File: config.mk
export PLATFORM = sky130hd
export DESIGN_NAME = weight_sched_flat
export DESIGN_NICKNAME = d
export VERILOG_FILES = /design/src/rtl/weight_sched_if.sv /design/src/rtl/weight_sched.sv /design/src/flat_wrapper.sv
export SDC_FILE = /design/constraint.sdc
export NUM_CORES = 1
export LEC_CHECK = 0
export ABC_AREA = 1
export ABC_CLOCK_PERIOD_IN_PS = 2200
export CELL_PAD_IN_SITES_DETAIL_PLACEMENT = 0
export CELL_PAD_IN_SITES_GLOBAL_PLACEMENT = 1
export CORE_MARGIN = 1.5
export CORE_UTILIZATION = 43
export CTS_CLUSTER_SIZE = 16
export DETAILED_ROUTE_END_ITERATION = 12
export PLACE_DENSITY_LB_ADDON = 0.15
export REMOVE_ABC_BUFFERS = 1
export SLEW_MARGIN = 20
export SYNTH_ARGS = -nofsm -noshare
export SYNTH_HDL_FRONTEND = slang
export SYNTH_SLANG_ARGS = --single-unit
File: constraint.sdc
create_clock -name clk -period 2.2 [get_ports clk]
set_input_delay 0.55 -clock clk [delete_from_list [all_inputs] [get_ports clk]]
set_output_delay 0.55 -clock clk [all_outputs]
set_load 0.03 [all_outputs]
File: src/rtl/weight_sched_if.sv
// Handshake and status bundle between the layer sequencer and its
// surroundings: network controller, weight buffer, DMA and S_AXIS taps.
interface weight_sched_if;
   logic       run;
   logic       abort;
   logic [2:0] layer;
   logic       start_write;
   logic       dma_req;
   logic       axis_tvalid;
   logic       axis_tready;
   logic       axis_tlast;
   logic       compute_ready;
   logic       start_read;
   logic       read_done;
   logic       layer_done;
   logic       pass_done;
   logic       busy;
   logic       timeout_err;

   // Sequencer side
   modport master (
      input  run, abort, axis_tvalid, axis_tready, axis_tlast,
             compute_ready, read_done,
      output layer, start_write, dma_req, start_read, layer_done,
             pass_done, busy, timeout_err
   );

   // Controller / buffer / DMA side
   modport slave (
      output run, abort, axis_tvalid, axis_tready, axis_tlast,
             compute_ready, read_done,
      input  layer, start_write, dma_req, start_read, layer_done,
             pass_done, busy, timeout_err
   );
endinterface

File: src/rtl/weight_sched.sv
// weight_sched: per-layer sequencer for the weight buffer. For every layer
// it loads weights (start_write + DMA request until the last S_AXIS beat),
// waits for the compute array, triggers the buffer read and waits for it
// to finish. A watchdog guards the two open-ended wait states.
module weight_sched #(
   parameter int NUM_LAYERS = 6,
   parameter int TIMEOUT_W  = 20
) (
   input logic            clk,
   input logic            rst,
   weight_sched_if.master bus
);

   typedef enum logic [2:0] {
      IDLE,
      WR_START,
      WR_WAIT,
      RD_WAIT,
      RD_START,
      RD_BUSY,
      LAYER_END
   } state_t;

   localparam logic [2:0] LAST_LAYER = 3'(NUM_LAYERS - 1);
   // Value just below all-ones: the edge that would bring the counter to
   // all-ones is the edge that fires the timeout.
   localparam logic [TIMEOUT_W-1:0] WD_LIMIT = {{(TIMEOUT_W-1){1'b1}}, 1'b0};

   state_t               state_q, state_d;
   logic [2:0]           layer_q, layer_d;
   logic                 timeout_err_q, timeout_err_d;
   logic [TIMEOUT_W-1:0] wd_q, wd_d;

   logic last_beat;
   logic in_wait;
   logic wd_expired;

   assign last_beat  = bus.axis_tvalid & bus.axis_tready & bus.axis_tlast;
   assign in_wait    = (state_q == WR_WAIT) || (state_q == RD_BUSY);
   assign wd_expired = in_wait && (wd_q == WD_LIMIT);

   // Next-state, layer index, sticky error and watchdog computation
   always_comb begin
      state_d       = state_q;
      layer_d       = layer_q;
      timeout_err_d = timeout_err_q;
      wd_d          = '0;
      if (in_wait) begin
         wd_d = wd_q + 1'b1;
      end
      if (bus.abort) begin
         state_d = IDLE;
      end else begin
         case (state_q)
            IDLE: begin
               if (bus.run) begin
                  state_d       = WR_START;
                  layer_d       = '0;
                  timeout_err_d = 1'b0;
               end
            end
            WR_START: begin
               state_d = WR_WAIT;
            end
            WR_WAIT: begin
               if (last_beat) begin
                  state_d = RD_WAIT;
               end else if (wd_expired) begin
                  state_d       = IDLE;
                  timeout_err_d = 1'b1;
               end
            end
            RD_WAIT: begin
               if (bus.compute_ready) begin
                  state_d = RD_START;
               end
            end
            RD_START: begin
               state_d = RD_BUSY;
            end
            RD_BUSY: begin
               if (bus.read_done) begin
                  state_d = LAYER_END;
               end else if (wd_expired) begin
                  state_d       = IDLE;
                  timeout_err_d = 1'b1;
               end
            end
            LAYER_END: begin
               if (layer_q == LAST_LAYER) begin
                  state_d = IDLE;
               end else begin
                  layer_d = layer_q + 3'd1;
                  state_d = WR_START;
               end
            end
            default: begin
               state_d = IDLE;
            end
         endcase
      end
   end

   // State and datapath registers, cleared asynchronously by rst low
   always_ff @(posedge clk or negedge rst) begin
      if (!rst) begin
         state_q       <= IDLE;
         layer_q       <= '0;
         timeout_err_q <= 1'b0;
         wd_q          <= '0;
      end else begin
         state_q       <= state_d;
         layer_q       <= layer_d;
         timeout_err_q <= timeout_err_d;
         wd_q          <= wd_d;
      end
   end

   assign bus.layer       = layer_q;
   assign bus.start_write = (state_q == WR_START);
   assign bus.dma_req     = (state_q == WR_WAIT);
   assign bus.start_read  = (state_q == RD_START);
   assign bus.layer_done  = (state_q == LAYER_END);
   assign bus.pass_done   = (state_q == LAYER_END) && (layer_q == LAST_LAYER);
   assign bus.busy        = (state_q != IDLE);
   assign bus.timeout_err = timeout_err_q;

endmodule

File: src/flat_wrapper.sv
// flat-port wrapper written by rule: the top's interface ports become plain ports
module weight_sched_flat 
#(
   parameter int NUM_LAYERS = 6,
   parameter int TIMEOUT_W  = 20
)
  (clk, rst, bus_run, bus_abort, bus_axis_tvalid, bus_axis_tready, bus_axis_tlast, bus_compute_ready, bus_read_done, bus_layer, bus_start_write, bus_dma_req, bus_start_read, bus_layer_done, bus_pass_done, bus_busy, bus_timeout_err);
  weight_sched_if bus_i ();
  input logic clk;
  input logic rst;
  input wire logic [$bits(bus_i.run)-1:0] bus_run;
  input wire logic [$bits(bus_i.abort)-1:0] bus_abort;
  input wire logic [$bits(bus_i.axis_tvalid)-1:0] bus_axis_tvalid;
  input wire logic [$bits(bus_i.axis_tready)-1:0] bus_axis_tready;
  input wire logic [$bits(bus_i.axis_tlast)-1:0] bus_axis_tlast;
  input wire logic [$bits(bus_i.compute_ready)-1:0] bus_compute_ready;
  input wire logic [$bits(bus_i.read_done)-1:0] bus_read_done;
  output wire logic [$bits(bus_i.layer)-1:0] bus_layer;
  output wire logic [$bits(bus_i.start_write)-1:0] bus_start_write;
  output wire logic [$bits(bus_i.dma_req)-1:0] bus_dma_req;
  output wire logic [$bits(bus_i.start_read)-1:0] bus_start_read;
  output wire logic [$bits(bus_i.layer_done)-1:0] bus_layer_done;
  output wire logic [$bits(bus_i.pass_done)-1:0] bus_pass_done;
  output wire logic [$bits(bus_i.busy)-1:0] bus_busy;
  output wire logic [$bits(bus_i.timeout_err)-1:0] bus_timeout_err;
  assign bus_i.run = bus_run;
  assign bus_i.abort = bus_abort;
  assign bus_i.axis_tvalid = bus_axis_tvalid;
  assign bus_i.axis_tready = bus_axis_tready;
  assign bus_i.axis_tlast = bus_axis_tlast;
  assign bus_i.compute_ready = bus_compute_ready;
  assign bus_i.read_done = bus_read_done;
  assign bus_layer = bus_i.layer;
  assign bus_start_write = bus_i.start_write;
  assign bus_dma_req = bus_i.dma_req;
  assign bus_start_read = bus_i.start_read;
  assign bus_layer_done = bus_i.layer_done;
  assign bus_pass_done = bus_i.pass_done;
  assign bus_busy = bus_i.busy;
  assign bus_timeout_err = bus_i.timeout_err;
  weight_sched #(.NUM_LAYERS(NUM_LAYERS), .TIMEOUT_W(TIMEOUT_W)) u_core (.clk(clk), .rst(rst), .bus(bus_i));
endmodule
==> metrics.md <==
| Metric | Value |
|---|---|
| Status | `complete, no violations` |
| Vias in the first global route | `1,418` |
| Clk_lat worst skew | `0.28 ns` |
| Detail Route Antenna Nets | `0` |
| IO Count | `19` |
| First-pass GRT wire length | `6320 um` |
| Area growth, synth to finish | `18.06%` |
| Min-delay src | `u_core.wd_q[0]` |
| Clock Tree Root | `clkbuf_8` |
| Critical path type | `reg2out` |
| Final wirelength | `3584 um` |
| Final hold vios | `0` |
| Initial antenna violation count | `0` |
| Core Util, Final | `0.5318` |
| Chip Height | `64.93 um` |
| Vias | `1,529` |
| Clk sink count | `27` |
| Setup TNS | `0 ns` |
| Final min period | `2.067 ns` |
| Hold buffer count at CTS | `0` |
| RSZ-0062 raised after global routing | `false` |
| CTS clk-pin slew, worst paths | `0.09 ns` |
| R2r startpoint | `u_core.state_q[0]` |
| DRT Pass-1 Iters | `4` |
| GPL Wtd Cong | `0.8978` |
| Vias per cell | `4.869` |
| Syn Area/Cell | `6.843 um2` |
| EDFF count, synth | `0` |
| Grt total ovfl | `0` |
| Crit. Startpoint | `u_core.state_q[0]` |
| Core Rows | `22` |
| Mapped Cells | `241` |
| Synth top area share | `0.4097` |
| Maximum clock frequency | `483.9 MHz` |
| Post-synth top cells | `66 x nand2_1, 39 x nor2_1, 36 x inv_1, 27 x dfrtp_1, 16 x nand3_1` |
| # diodes | `0` |
| Maximum vdd drop | `0.4194 mV` |
| Register area share after synthesis | `0.4097` |
| Synth Warn # | `0` |
| Crit. End Element | `primary output` |
| Worst slew pin tran | `0.3488 ns` |
| Register bit total from synthesis | `27` |
| CP max FO | `7` |
| Slew Limit Fails | `0` |
| Layout Skew | `0.007395 ns` |
| Die ar. | `4215 um2` |
| Core ar. | `3661 um2` |
| Initial Util | `0.4504` |
| WP data required | `1.65 ns` |
| Pleak | `0.9481 nW` |
| PortBufs | `18` |
| Die width | `64.93 um` |
| Ys flop type | `dfrtp_1` |
| Post-synthesis cell type count | `23` |
| Main area contributors after synthesis | `dfrtp_1 41%, nand2_1 15%, nor2_1 8.9%` |
| Total GRT Usage | `0.1900` |
| Ratio of cells with drive above 1 in the final layout | `0.07519` |
| TritonCTS clock tree | `built` |
| Count leader, synth | `nand2_1` |
| Worst min-delay path class | `reg2reg` |
| Critical Path AT | `1.52 ns` |
| Leading area contributor after synthesis | `dfrtp_1` |
| DPL Wire Length | `2796 um` |
| Num CTS Buffers | `3` |
| CTS HTree Levels | `1` |
| Max-cap violations | `0` |
| Pin count of the biggest net entering global routing | `28` |
| DRC Markers | `0` |
| Final count of negative-setup-slack endpoints | `0` |
| Avg WL per Cell | `11.41 um` |
| DRT iter0 DRCs | `121` |
| Cell Pwr Density | `659.0 nW/um2` |
| Cell Area, Synth | `1649 um2` |
| Final layout net count | `280` |
| Clock Path Buffers | `2` |
| Max-slew headroom | `0.7675` |
| Fin crit share | `0.9394` |
| Synth async-reset ratio | `1.000` |
| Post-CTS setup buffers | `0` |
| Crit start category | `register` |
## layout by cell type (no fill, tap or decap)
master and instances:
a21boi_0 1, a21oi_1 13, a31oi_1 2, and3_1 1, buf_4 4, clkbuf_2 1
clkbuf_8 3, clkdlybuf4s15_1 1, clkdlybuf4s50_1 12, clkinv_2 1, clkinvlp_4 1, dfrtp_1 27
dlygate4sd2_1 4, ha_1 4, inv_1 36, inv_2 1, nand2_1 66, nand2_2 4
nand3_1 16, nand4_1 3, nor2_1 39, nor2_2 3, nor2_4 1, nor3_1 7
nor3_4 1, o21ai_0 9, o21ai_1 3, xnor2_1 1, xor2_1 1
## flip-flops by register name, indices dropped and copies added, names as in the netlist
| signal | count |
|---|---|
| u_core.state_q | 3 |
| u_core.bus.timeout_err | 1 |
| u_core.wd_q | 20 |
| u_core.bus.layer | 3 |
## worst max-delay path, stage by stage (launching register included)
cell and delay [ns]:
dfrtp_1 0.51, inv_1 0.11, nor3_1 0.20, dlygate4sd2_1 0.43
## final timing paths
check	end	slack (ns)	depth (start not counted)
min in group asynchronous	u_core.wd_q[8]	0.64	2
max reg2reg	u_core.wd_q[7]	0.60	6
max	bus_start_write	0.13	3
min	u_core.wd_q[0]	0.47	1
max in group asynchronous	u_core.wd_q[19]	1.29	2
min reg2reg	u_core.wd_q[0]	0.47	1
## metal layers
layer,routed length (um),global-route usage,up-vias
met2,1601,0.2990,28
met5,0,0,-
met3,144,0.03646,2
met4,19,0.03191,0
met1,1820,0.2747,691
li1,-,-,808
## cell type report
cell class | instances | area (um2)
tap | 48 | 60.06
sequential | 27 | 675.6
multi-input combinational | 175 | 818.3
timing repair buffer | 22 | 200.2
fill | 397 | 1714
inverter | 38 | 143.9
clock buffer | 3 | 41.29
clock inverter | 1 | 7.507
## report_power, final
group,leakage [nW],switching (mW),total (mW),internal (mW)
combinational,0.551,0.289,0.427,0.138
clock,0.0217,0.162,0.291,0.129
sequential,0.375,0.0428,0.565,0.522
## metrics by stage
step                      setup slack, ns  power, mW  hold slack (ns)  instances  cell area, um2
after global routing              0.01947      1.381           0.5014        314            1947
final                              0.1333      1.283           0.4677        314            1947
after floorplan                    0.1926     0.8670           0.2544        240            1638
after global placement             0.1340      1.032           0.4607        310            1908
after CTS                         0.07861      1.308           0.4796        314            1949
after detailed placement           0.1171      1.031           0.4660        310            1908
## what timing repair did
item,in CTS,in global routing
endpoints found under the setup margin,6,2
hold endpoints to repair,0,0
resized for setup,6,3
## cell families (layout without fill, tap and decap cells)
group | after synthesis | after routing | synth area share
adders and majority gates | 4 | 4 | 0.03035
buffers and inverters | 39 | 64 | 0.09408
DFF | 27 | 27 | 0.4097
and+or+nand+nor | 141 | 141 | 0.3672
xor gates and xnor gates | 2 | 2 | 0.01062
AOI/OAI and AO/OA | 28 | 28 | 0.08801
Note: power is estimated with default switching activity, not from simulation.
